`config.mk`:
```
export PLATFORM = sky130hd
export DESIGN_NAME = osc_freq_monitor
export DESIGN_NICKNAME = d
export VERILOG_FILES = /design/src/rtl/osc_freq_monitor.sv
export SDC_FILE = /design/constraint.sdc
export NUM_CORES = 1
export LEC_CHECK = 0
export CAP_MARGIN = 40
export CORE_MARGIN = 1
export CORE_UTILIZATION = 61
export CTS_CLUSTER_SIZE = 25
export DETAILED_ROUTE_END_ITERATION = 16
export HOLD_SLACK_MARGIN = 0.08
export PLACE_DENSITY = 0.85
export SLEW_MARGIN = 20
export SYNTH_ARGS = -nofsm -noshare
export SYNTH_HDL_FRONTEND = slang
export SYNTH_SLANG_ARGS = --single-unit
```
`constraint.sdc`:
```
create_clock -name clk_i -period 5.6 [get_ports clk_i]
set_clock_uncertainty 0.2 [all_clocks]
set_input_delay 1.12 -clock clk_i [delete_from_list [all_inputs] [get_ports clk_i]]
set_output_delay 1.12 -clock clk_i [all_outputs]
set_load 0.05 [all_outputs]
```
`src/rtl/osc_freq_monitor.sv`:
```
// -----------------------------------------------------------------------------
// osc_freq_monitor
//
// Measures a slow, asynchronous monitored clock (e.g. the 1 MHz RC or crystal
// oscillator output) by counting fabric-clock cycles across EDGE_COUNT of its
// rising edges. The count is then checked against [MIN_CYCLES, MAX_CYCLES].
// A stopped or out-of-window oscillator raises a sticky fault for the system
// fault logic.
//
// The monitored clock must stay below clk_i/4 for the measurement to be valid.
//
// Optional feature macro: OSC_FREQ_MONITOR_AUTORUN_EN
//   When it is defined, the first start_i begins continuous measurement.
//   DONE loops straight back to ALIGN, and only reset_i stops the monitor.
//
// Ports:
//   clk_i         fabric clock (50 MHz RC oscillator via global buffer)
//   reset_i       synchronous, active-high reset
//   mon_clk_i     monitored clock, asynchronous to clk_i
//   start_i       single-cycle request to begin one measurement
//   clr_fault_i   clears the sticky freq_fault_o
//   busy_o        high while a measurement is in progress
//   meas_valid_o  one-cycle pulse when a result is published
//   meas_count_o  last measured cycle count, saturated at MAX_CYCLES+1
//   freq_ok_o     last result was within [MIN_CYCLES, MAX_CYCLES]
//   freq_fault_o  sticky fault flag
// -----------------------------------------------------------------------------
module osc_freq_monitor #(
  parameter int EDGE_COUNT = 16,
  parameter int CNT_W      = 16,
  parameter int MIN_CYCLES = 784,
  parameter int MAX_CYCLES = 816
) (
  input  logic             clk_i,
  input  logic             reset_i,
  input  logic             mon_clk_i,
  input  logic             start_i,
  input  logic             clr_fault_i,
  output logic             busy_o,
  output logic             meas_valid_o,
  output logic [CNT_W-1:0] meas_count_o,
  output logic             freq_ok_o,
  output logic             freq_fault_o
);

  localparam int                EDGE_W    = $clog2(EDGE_COUNT + 1);
  localparam logic [CNT_W-1:0]  MIN_C     = CNT_W'(MIN_CYCLES);
  localparam logic [CNT_W-1:0]  MAX_C     = CNT_W'(MAX_CYCLES);
  localparam logic [CNT_W-1:0]  SAT_C     = CNT_W'(MAX_CYCLES + 1);
  localparam logic [EDGE_W-1:0] LAST_EDGE = EDGE_W'(EDGE_COUNT - 1);

  // The saturated result MAX_CYCLES+1 must be representable in CNT_W bits.
  generate
    if ((longint'(MAX_CYCLES) + 1) >= (longint'(1) << CNT_W)) begin : g_bad_width
      $error("osc_freq_monitor: MAX_CYCLES+1 does not fit in CNT_W bits");
    end
    if (EDGE_COUNT < 1) begin : g_bad_edges
      $error("osc_freq_monitor: EDGE_COUNT must be at least 1");
    end
  endgenerate

  typedef enum logic [1:0] {
    ST_IDLE,
    ST_ALIGN,
    ST_MEASURE,
    ST_DONE
  } state_e;

  state_e              state_q;
  logic                sync1_q, sync2_q, hist_q;
  logic [CNT_W-1:0]    cyc_q;
  logic [EDGE_W-1:0]   edge_q;
  logic                busy_q, meas_valid_q, freq_ok_q, freq_fault_q;
  logic [CNT_W-1:0]    meas_count_q;

  logic                mon_rise;
  logic                finish_d;
  logic [CNT_W-1:0]    result_d;
  logic                result_ok_d;
  logic                fault_set;

  // Decide this cycle whether the measurement ends, and with which result.
  // The cycle counter never passes MAX_C. The window closes on the cycle it
  // would exceed MAX_C, so the result is clamped to SAT_C and never wraps.
  // NOTE: every variable assigned in always_comb gets a default first, so no latch is inferred.
  always_comb begin
    mon_rise = sync2_q & ~hist_q;
    finish_d = 1'b0;
    result_d = SAT_C;
    unique case (state_q)
      ST_ALIGN: begin
        if (!mon_rise && (cyc_q == MAX_C)) finish_d = 1'b1;
      end
      ST_MEASURE: begin
        if (mon_rise && (edge_q == LAST_EDGE)) begin
          finish_d = 1'b1;
          result_d = cyc_q + 1'b1;
        end else if (cyc_q == MAX_C) begin
          finish_d = 1'b1;
        end
      end
      default: ;
    endcase
    result_ok_d = (result_d >= MIN_C) && (result_d <= MAX_C);
    // A bad result counts as a fault on the edge into DONE and during DONE
    // itself. A coincident clr_fault_i therefore cannot cancel it.
    fault_set = (finish_d && !result_ok_d) || ((state_q == ST_DONE) && !freq_ok_q);
  end

  // NOTE: reset is synchronous and covers every flop, including the synchronizer.
  always_ff @(posedge clk_i) begin
    if (reset_i) begin
      state_q      <= ST_IDLE;
      sync1_q      <= 1'b0;
      sync2_q      <= 1'b0;
      hist_q       <= 1'b0;
      cyc_q        <= '0;
      edge_q       <= '0;
      busy_q       <= 1'b0;
      meas_valid_q <= 1'b0;
      meas_count_q <= '0;
      freq_ok_q    <= 1'b0;
      freq_fault_q <= 1'b0;
    end else begin
      // NOTE: sequential state uses non-blocking assignments only.
      // sync1_q is the only flop that may go metastable. hist_q delays
      // sync2_q by one cycle for rising-edge detection.
      sync1_q      <= mon_clk_i;
      sync2_q      <= sync1_q;
      hist_q       <= sync2_q;
      meas_valid_q <= 1'b0;

      if (fault_set)        freq_fault_q <= 1'b1;
      else if (clr_fault_i) freq_fault_q <= 1'b0;

      if (finish_d) begin
        // Publish on the edge into DONE, so results are visible during DONE.
        state_q      <= ST_DONE;
        busy_q       <= 1'b0;
        meas_valid_q <= 1'b1;
        meas_count_q <= result_d;
        freq_ok_q    <= result_ok_d;
      end else begin
        unique case (state_q)
          ST_IDLE: begin
            if (start_i) begin
              state_q <= ST_ALIGN;
              cyc_q   <= '0;
              busy_q  <= 1'b1;
            end
          end
          ST_ALIGN: begin
            if (mon_rise) begin
              state_q <= ST_MEASURE;
              cyc_q   <= '0;
              edge_q  <= '0;
            end else begin
              cyc_q <= cyc_q + 1'b1;
            end
          end
          ST_MEASURE: begin
            cyc_q <= cyc_q + 1'b1;
            if (mon_rise) edge_q <= edge_q + 1'b1;
          end
          ST_DONE: begin
`ifdef OSC_FREQ_MONITOR_AUTORUN_EN
            state_q <= ST_ALIGN;
            cyc_q   <= '0;
            busy_q  <= 1'b1;
`else
            state_q <= ST_IDLE;
`endif
          end
          default: state_q <= ST_IDLE;
        endcase
      end
    end
  end

  assign busy_o       = busy_q;
  assign meas_valid_o = meas_valid_q;
  assign meas_count_o = meas_count_q;
  assign freq_ok_o    = freq_ok_q;
  assign freq_fault_o = freq_fault_q;

endmodule
```
Word level (Yosys, flattened, before mapping). Cells that the tools add are included.

Output and inout port bits: 20. Flip-flop bits (word level): 46.

$add $sub $neg: 2. Bitwise gates (word level): 3. $lt $le $gt $ge: 2. Mux-type cells: 19. Equality and inequality tests: 10. Reductions and logical operators: 19.

Operators by type and width (number): $mux 16 (4); $pmux 16 s3 (1); $add 16x1->16 const B (1); $eq 16x10->1 const B (1); $ge 16x10->1 const B (1); $le 16x10->1 const B (1); $mux 5 (2); $pmux 5 s2 (1); $mux 1 (6); $mux 2 (3); $ne 2x2->1 const B (3); $ne 3x3->1 const B (2); $pmux 2 s3 (1); $reduce_and 3->1 (2); $add 5x1->5 const B (1); $eq 5x4->1 const B (1); $logic_and 1x1->1 (5); $eq 2x2->1 const B (2); $reduce_and 4->1 (1); $reduce_bool 2->1 (2); $reduce_bool 4->1 (1); $logic_not 1->1 (3); $reduce_bool 3->1 (1); $eq 2x1->1 const B (1); 7 further kinds (8).

Logic depth before layout (Yosys ltp). Gate-level depths: netlist of run 1.

Word-level depth: 11. Mapped depth: 10.

Least setup slack after synthesis of run 1. No wires, ideal clock.

Kind: input-to-reg. Start: input port start_i. End: register cyc_q[4]. Data required time: 5329 ps. Library setup time: 71 ps. Slack: 3235 ps. Cell stages on the path: 6. Data arrival time: 2095 ps. Cell sequence: mux2_2 o21ai_0 clkbuf_1 buf_2 o21ai_0 a21oi_1.

Word-level cells in the longest chain between the ends: 2.

RTL lines: start, declared (line 37) `input logic start_i,`; $ne 2x2->1 (no source line); $reduce_and 3->1 (no source line); end signal, assigned (line 158) `cyc_q <= cyc_q + 1'b1;`; end signal, assigned (line 162) `cyc_q <= cyc_q + 1'b1;`; end, declared (line 71) `logic [CNT_W-1:0] cyc_q;`.

No other way between the ends. A chain may end at the register's enable or synchronous reset.

Worst setup path after layout of run 1.
Start: register meas_count_q[8] (netlist: meas_count_o[8]). End: output port meas_count_o[8].

RTL lines: start, declared (line 74) `logic [CNT_W-1:0] meas_count_q;`; start signal, assigned (line 141) `meas_count_q <= result_d;`; end, declared (line 41) `output logic [CNT_W-1:0] meas_count_o,`.

No word-level cell between the ends.

==> results of run 1 <==
==> area by class of cell <==
type / instances / area [sq um]
inverters: 8 / 30.0
flip-flops and latches: 46 / 921
multi-input cells: 227 / 1410
repair buffers: 27 / 263
fillers: 298 / 1010
clock buffers: 6 / 82.6
well taps: 48 / 60.1
==> cell usage in the layout (no fill, tap or decap), drive strengths merged, types with 9 or more instances in the layout <==
cell type and count:
o2bb2ai 11, a21oi 31, dfxtp 46, nand2 21
nor3 10, nand3 9, clkdlybuf4s50 24, nor2 31
xnor2 10, o21ai 19
==> cells by family after synthesis <==
logic type / Yosys count
mux: 4
compound gates: 80
buf+inv: 31
simple gates: 121
flops: 46
fa+ha+maj: 8
xor+xnor: 14
==> worst min-delay path, delay by kind of cell, from the launching register on <==
kind	cells	cell delay (ns)
AOI/OAI and AO/OA	1	0.05
DFF	1	0.31
and+or+nand+nor	1	0.05
==> registers in the layout, indices dropped and copies added (netlist names) <==
| name | cells |
|---|---|
| edge_q | 5 |
| meas_count_o | 16 |
| state_q | 2 |
| sync1_q | 1 |
| cyc_q | 16 |
| freq_ok_o | 1 |
| sync2_q | 1 |
| freq_fault_o | 1 |
| hist_q | 1 |
| meas_valid_o | 1 |
| busy_o | 1 |
==> metrics by stage <==
stage          std cells  util (%)  instance area [sq um]
2_1_floorplan        304         -                   2460
3_3_place_gp         356      71.0                   2680
3_5_place_dp         356      71.0                   2680
4_1_cts              362      73.2                   2760
5_1_grt              362      73.2                   2760
6_report             362      73.2                   2760
==> power breakdown <==
| part | total, uW | switching (uW) | internal (uW) |
|---|---|---|---|
| registers | 333 | 3.05 | 330 |
| logic | 52.0 | 32.7 | 19.3 |
| clock network | 202 | 107 | 95.3 |
| total | 587 | 143 | 445 |
==> per-layer routing <==
metal / wire length [um] / GRT usage (%)
met5: 0 / 0
met4: 55 / 10.3
met3: 318 / 7.64
met2: 2460 / 41.2
met1: 2560 / 39.9
==> final timing paths <==
| check | slack [ns] | start | to | cells past startpoint |
|---|---|---|---|---|
| setup / recovery | 2.82 | meas_count_o[8]$_SDFFE_PP0P_ | meas_count_o[8] | 1 |
| hold / removal | 0.26 | meas_count_o[0]$_SDFFE_PP0P_ | meas_count_o[0]$_SDFFE_PP0P_ | 2 |
| setup reg to reg | 2.83 | cyc_q[1]$_SDFFE_PP0P_ | freq_ok_o$_SDFFE_PP0P_ | 7 |
| hold reg to reg | 0.26 | meas_count_o[0]$_SDFFE_PP0P_ | meas_count_o[0]$_SDFFE_PP0P_ | 2 |
==> impl_metrics.env, run 1 <==
export IMPL_worst_pin_slew_ns=0.719
export IMPL_synth_cell_type_count=47
export IMPL_grt_max_degree=39
export IMPL_die_w_um=65.6
export IMPL_worstPathCellList="clkdlybuf4s50_1"
export IMPL_syn_nets=317
export IMPL_max_stage_delay_ns=0.81
export IMPL_tritoncts="built"
export IMPL_ys_top_cells_by_count="dfxtp_1 (46), a21oi_1 (31), nor2_1 (31)"
export IMPL_clk_path_buf_depth=2
export IMPL_cts_hold_buf=0
export IMPL_path_clk_slew_ns=0.08
export IMPL_place_hpwl_um=3620
export IMPL_path_buf_inv=1
export IMPL_fmax_mhz=359
export IMPL_min_period_ns=2.78
export IMPL_power_total_uw=587
export IMPL_holdWs_ns=0.256
export IMPL_max_slew_margin_pct=51.9
export IMPL_cts_resized=0
export IMPL_grt_antenna_before_repair=0
export IMPL_drive_above_1_share_pct=4.78
export IMPL_muxShareOfSynthArea_pct=1.68
export IMPL_synth_top_area_share_pct=37.4
export IMPL_finalWeightedCongestion=0.913
export IMPL_synth_top_family_by_area="simple AND/OR/NAND/NOR gates"
export IMPL_period_share_pct=49.7
export IMPL_grt_pass1_wl_um=9370
export IMPL_pwr_density_cell_mw_per_mm2=213
export IMPL_io_buffers=24
export IMPL_crit_path_start_kind="register"
export IMPL_routed_wl_um=5400
export IMPL_die_area_sq_mm=0.00430
export IMPL_ys_top_cells_by_area="dfxtp_1 (37%), a21oi_1 (6.3%), nor2_1 (4.7%)"
export IMPL_viasPerCell=6.20
export IMPL_preCtsSetupSlack_ns=2.69
export IMPL_ys_ff_latch=46
export IMPL_yosysMostFrequentCell="dfxtp_1"
export IMPL_core_area_sq_mm=0.00377
export IMPL_final_max_slew_viol_count=0
export IMPL_endpoint_kind="output pin"
export IMPL_synthAdderAreaFrac_pct=4.06
export IMPL_first_pass_iters=5
export IMPL_vias=2245
export IMPL_clk_latency_ns=0.30
export IMPL_path_class="register to output pin"
export IMPL_start_util_pct=65.4
export IMPL_rsz0062_at_grt="no"
export IMPL_root_buffer="clkbuf_8"
export IMPL_ant_nets=0
export IMPL_syn_cell_area_sq_mm=0.00246
export IMPL_worst_path_max_delay_cell="clkdlybuf4s50_1"
export IMPL_synth_simple_area_share_pct=26.1
export IMPL_arrival_ns=1.46
export IMPL_async_reset_ff_share_pct=0
export IMPL_synth_compound_area_share_pct=20.2
export IMPL_finalHoldViolCount=0
export IMPL_first_global_vias=1976
export IMPL_hp_class="register to register"
export IMPL_setup_tns_ns=0
export IMPL_status="complete, no violations"
export IMPL_netlist_instances=304
export IMPL_cap_violations=0
export IMPL_synth_edf_count=0
export IMPL_leakage_uw=0.000917
export IMPL_ys_flop_type="dfxtp_1"
export IMPL_wl_per_cell_um=14.9
export IMPL_critical_path_top_delay_family="buffers and inverters"
export IMPL_required_ns=4.28
export IMPL_setup_viol=0
export IMPL_io_pins=25
export IMPL_cp_max_fo=2
export IMPL_worst_slack_ns=2.82
export IMPL_overflow=0
export IMPL_yosysTopAreaCell="dfxtp_1"
export IMPL_h_tree_depth=2
export IMPL_cts_buffers=5
export IMPL_yosysSeqAreaShare_pct=37.4
export IMPL_ys_warn_count=0
export IMPL_insertedDiodeCount=0
export IMPL_rows=22
export IMPL_track_usage_pct=28.4
export IMPL_drc=0
export IMPL_drtIter0Drc=268
export IMPL_area_growth_pct=12.0
export IMPL_avgSynthCellArea_sq_um=8.11
export IMPL_clock_sinks=46
export IMPL_post_synth_xor_area_fraction_pct=4.97
export IMPL_die_h_um=65.6
export IMPL_nets=328
export IMPL_ir_drop_mv=0.167
export IMPL_post_cts_buffers=0
Power figures use the tool's default switching activity.
==> run 2, diff against run 1 <==
--- a/config.mk
+++ b/config.mk
@@ -7,11 +7,11 @@
 export LEC_CHECK = 0
 export CAP_MARGIN = 40
 export CORE_MARGIN = 1
-export CORE_UTILIZATION = 61
+export CORE_UTILIZATION = 56
 export CTS_CLUSTER_SIZE = 25
 export DETAILED_ROUTE_END_ITERATION = 16
 export HOLD_SLACK_MARGIN = 0.08
-export PLACE_DENSITY = 0.85
+export PLACE_DENSITY = 0.79
 export SLEW_MARGIN = 20
 export SYNTH_ARGS = -nofsm -noshare
 export SYNTH_HDL_FRONTEND = slang
==> constraint.sdc (replaced) <==
create_clock -name clk_i -period 2.7 [get_ports clk_i]
set_clock_uncertainty 0.2 [all_clocks]
set_input_delay 0.54 -clock clk_i [delete_from_list [all_inputs] [get_ports clk_i]]
set_output_delay 0.54 -clock clk_i [all_outputs]
set_load 0.05 [all_outputs]
==> run 2 against run 1 <==
Sequential cell count stayed put. Wire length up 9.7%. Critical endpoint is now meas_count_o[5]$_SDFFE_PP0P_. Power is 110% higher. First-iteration DRC count is 41% lower. Global-route usage is 0.68 points lower. Combinational power up 130%. Sequential share of layout area fell by 1.5 points. Design area is 4.7% higher. Die area up 8.7%. Register-to-register slack worse by 2.7 ns. Hold slack worse by 0.0097 ns. Critical path depth is 8 higher.
==> impl_metrics.env, run 2 (synthesis gave the netlist of run 1 again) <==
export IMPL_ant_nets=0
export IMPL_worstPathCellList="inv_1, ha_1, nor3b_1, a41oi_2, buf_4, or2_1, buf_4, nor4b_1, nor3_1"
export IMPL_worst_pin_slew_ns=0.661
export IMPL_path_clk_slew_ns=0.09
export IMPL_ir_drop_mv=0.332
export IMPL_routed_wl_um=5920
export IMPL_mostFrequentLayoutCell="dfxtp_1"
export IMPL_root_buffer="clkbuf_8"
export IMPL_reg2reg_to="meas_count_o[5]$_SDFFE_PP0P_"
export IMPL_r2r_start="cyc_q[0]$_SDFFE_PP0P_"
export IMPL_fmax_mhz=393
export IMPL_period_share_pct=94.2
export IMPL_holdWs_ns=0.246
export IMPL_drc=0
export IMPL_worst_path_max_delay_cell="dfxtp_1"
export IMPL_nets=343
export IMPL_min_period_ns=2.54
export IMPL_endpoint_kind="register"
export IMPL_drtIter0Drc=159
export IMPL_rsz0062_at_grt="no"
export IMPL_cap_violations=0
export IMPL_die_w_um=68.3
export IMPL_clk_path_buf_depth=2
export IMPL_insertedDiodeCount=0
export IMPL_die_h_um=68.3
export IMPL_setup_tns_ns=0
export IMPL_overflow=0
export IMPL_path_class="register to register"
export IMPL_r2r_cells=9
export IMPL_core_area_sq_mm=0.00412
export IMPL_pwr_density_cell_mw_per_mm2=428
export IMPL_critical_path_top_delay_family="simple AND/OR/NAND/NOR gates"
export IMPL_die_area_sq_mm=0.00467
export IMPL_drive_above_1_share_pct=10.3
export IMPL_first_pass_iters=5
export IMPL_h_tree_depth=2
export IMPL_vias=2283
export IMPL_cts_hold_buf=0
export IMPL_grt_antenna_before_repair=0
export IMPL_final_cell_mix="dfxtp_1 (46), a21oi_1 (31), nor2_1 (31), clkdlybuf4s50_1 (24), nand2_1 (21)"
export IMPL_clk_latency_ns=0.30
export IMPL_grt_max_degree=21
export IMPL_viasPerCell=5.99
export IMPL_cp_max_fo=12
export IMPL_start_util_pct=59.9
export IMPL_tritoncts="built"
export IMPL_hp_class="register to register"
export IMPL_crit_path_start_kind="register"
export IMPL_clock_sinks=46
export IMPL_track_usage_pct=27.7
export IMPL_grt_pass1_wl_um=9570
export IMPL_first_global_vias=2039
export IMPL_reg2reg_slack_ns=0.16
export IMPL_place_hpwl_um=4130
export IMPL_area_growth_pct=17.3
export IMPL_finalHoldViolCount=0
export IMPL_hold_depth=1
export IMPL_crit_top_cell="buf_4"
export IMPL_hold_start="sync1_q$_SDFF_PP0_"
export IMPL_preCtsSetupSlack_ns=0.129
export IMPL_worst_slack_ns=0.156
export IMPL_arrival_ns=2.53
export IMPL_final_util_pct=70.3
export IMPL_max_slew_margin_pct=55.8
export IMPL_required_ns=2.69
export IMPL_setup_viol=0
export IMPL_final_max_slew_viol_count=0
export IMPL_wl_per_cell_um=15.5
export IMPL_path_buf_inv=3
export IMPL_io_pins=25
export IMPL_cts_buffers=5
export IMPL_rows=23
export IMPL_min_to="sync2_q$_SDFF_PP0_"
export IMPL_max_stage_delay_ns=0.39
export IMPL_finalWeightedCongestion=0.976
export IMPL_leakage_uw=0.000994
export IMPL_status="complete, no violations"
export IMPL_io_buffers=24
==> run 2: changes by cell type in the layout (fill, tap and decap cells not counted) <==
cell        previous run  this run
buf_4                  3        17
buf_2                  0         1
clkbuf_8               6         5
clkinv_2               0         1
clkinv_4               0         1
clkinvlp_4             0         1
nand3_1                9         8
nand3_2                0         1
or3_1                  7         6
or3_4                  0         1
==> run 2: area by class of cell <==
class / instances / area [sq um]
multi-input cells: 227 / 1420
fillers: 358 / 1220
flip-flops and latches: 46 / 921
repair buffers: 42 / 373
clock buffers: 5 / 68.8
well taps: 50 / 62.6
inverters: 8 / 30.0
clock inverters: 3 / 21.3
==> run 2: per-layer routing <==
metal,up-vias,wire length [um],GRT usage (%)
met5,-,0,0
met4,0,115,8.07
met3,13,420,5.00
li1,1125,-,-
met2,100,2640,43.0
met1,1045,2740,38.7
==> run 2: worst max-delay path by stage <==
stage                       startpoint                             to  cells after the start  slack [ns]
2_1_floorplan   edge_q[0]$_SDFFE_PP0P_         edge_q[2]$_SDFFE_PP0P_                     10        0.46
3_3_place_gp     cyc_q[0]$_SDFFE_PP0P_         freq_ok_o$_SDFFE_PP0P_                      7        0.17
3_5_place_dp     cyc_q[0]$_SDFFE_PP0P_   meas_count_o[3]$_SDFFE_PP0P_                      8        0.13
4_1_cts          cyc_q[0]$_SDFFE_PP0P_  meas_count_o[12]$_SDFFE_PP0P_                      8        0.10
5_1_grt        state_q[1]$_SDFFE_PP0P_      freq_fault_o$_SDFFE_PP0P_                      8        0.01
6_report         cyc_q[0]$_SDFFE_PP0P_   meas_count_o[5]$_SDFFE_PP0P_                      9        0.16
==> run 2: what timing repair did <==
| action | 4_1_cts | 5_1_grt |
|---|---|---|
| endpoints found under the setup margin | 0 | 11 |
| setup buffers | 0 | 0 |
| resized for setup | 0 | 2 |
==> run 2: metrics by stage <==
step                std cells  total power (uW)  cell area (sq um)
CTS                       380              1240               2880
floorplan                 304               782               2460
finish                    381              1240               2890
global placement          372               821               2790
detailed placement        372               823               2790
global route              381              1290               2890
==> run 2: power breakdown <==
| part | leakage, uW | internal (uW) | switching [uW] | total [uW] |
|---|---|---|---|---|
| sequential | 0.000371 | 685 | 6.23 | 691 |
| combinational | 0.000578 | 48.7 | 73.0 | 122 |
| clock | 0.0000441 | 182 | 244 | 426 |
| total | 0.000994 | 916 | 323 | 1240 |
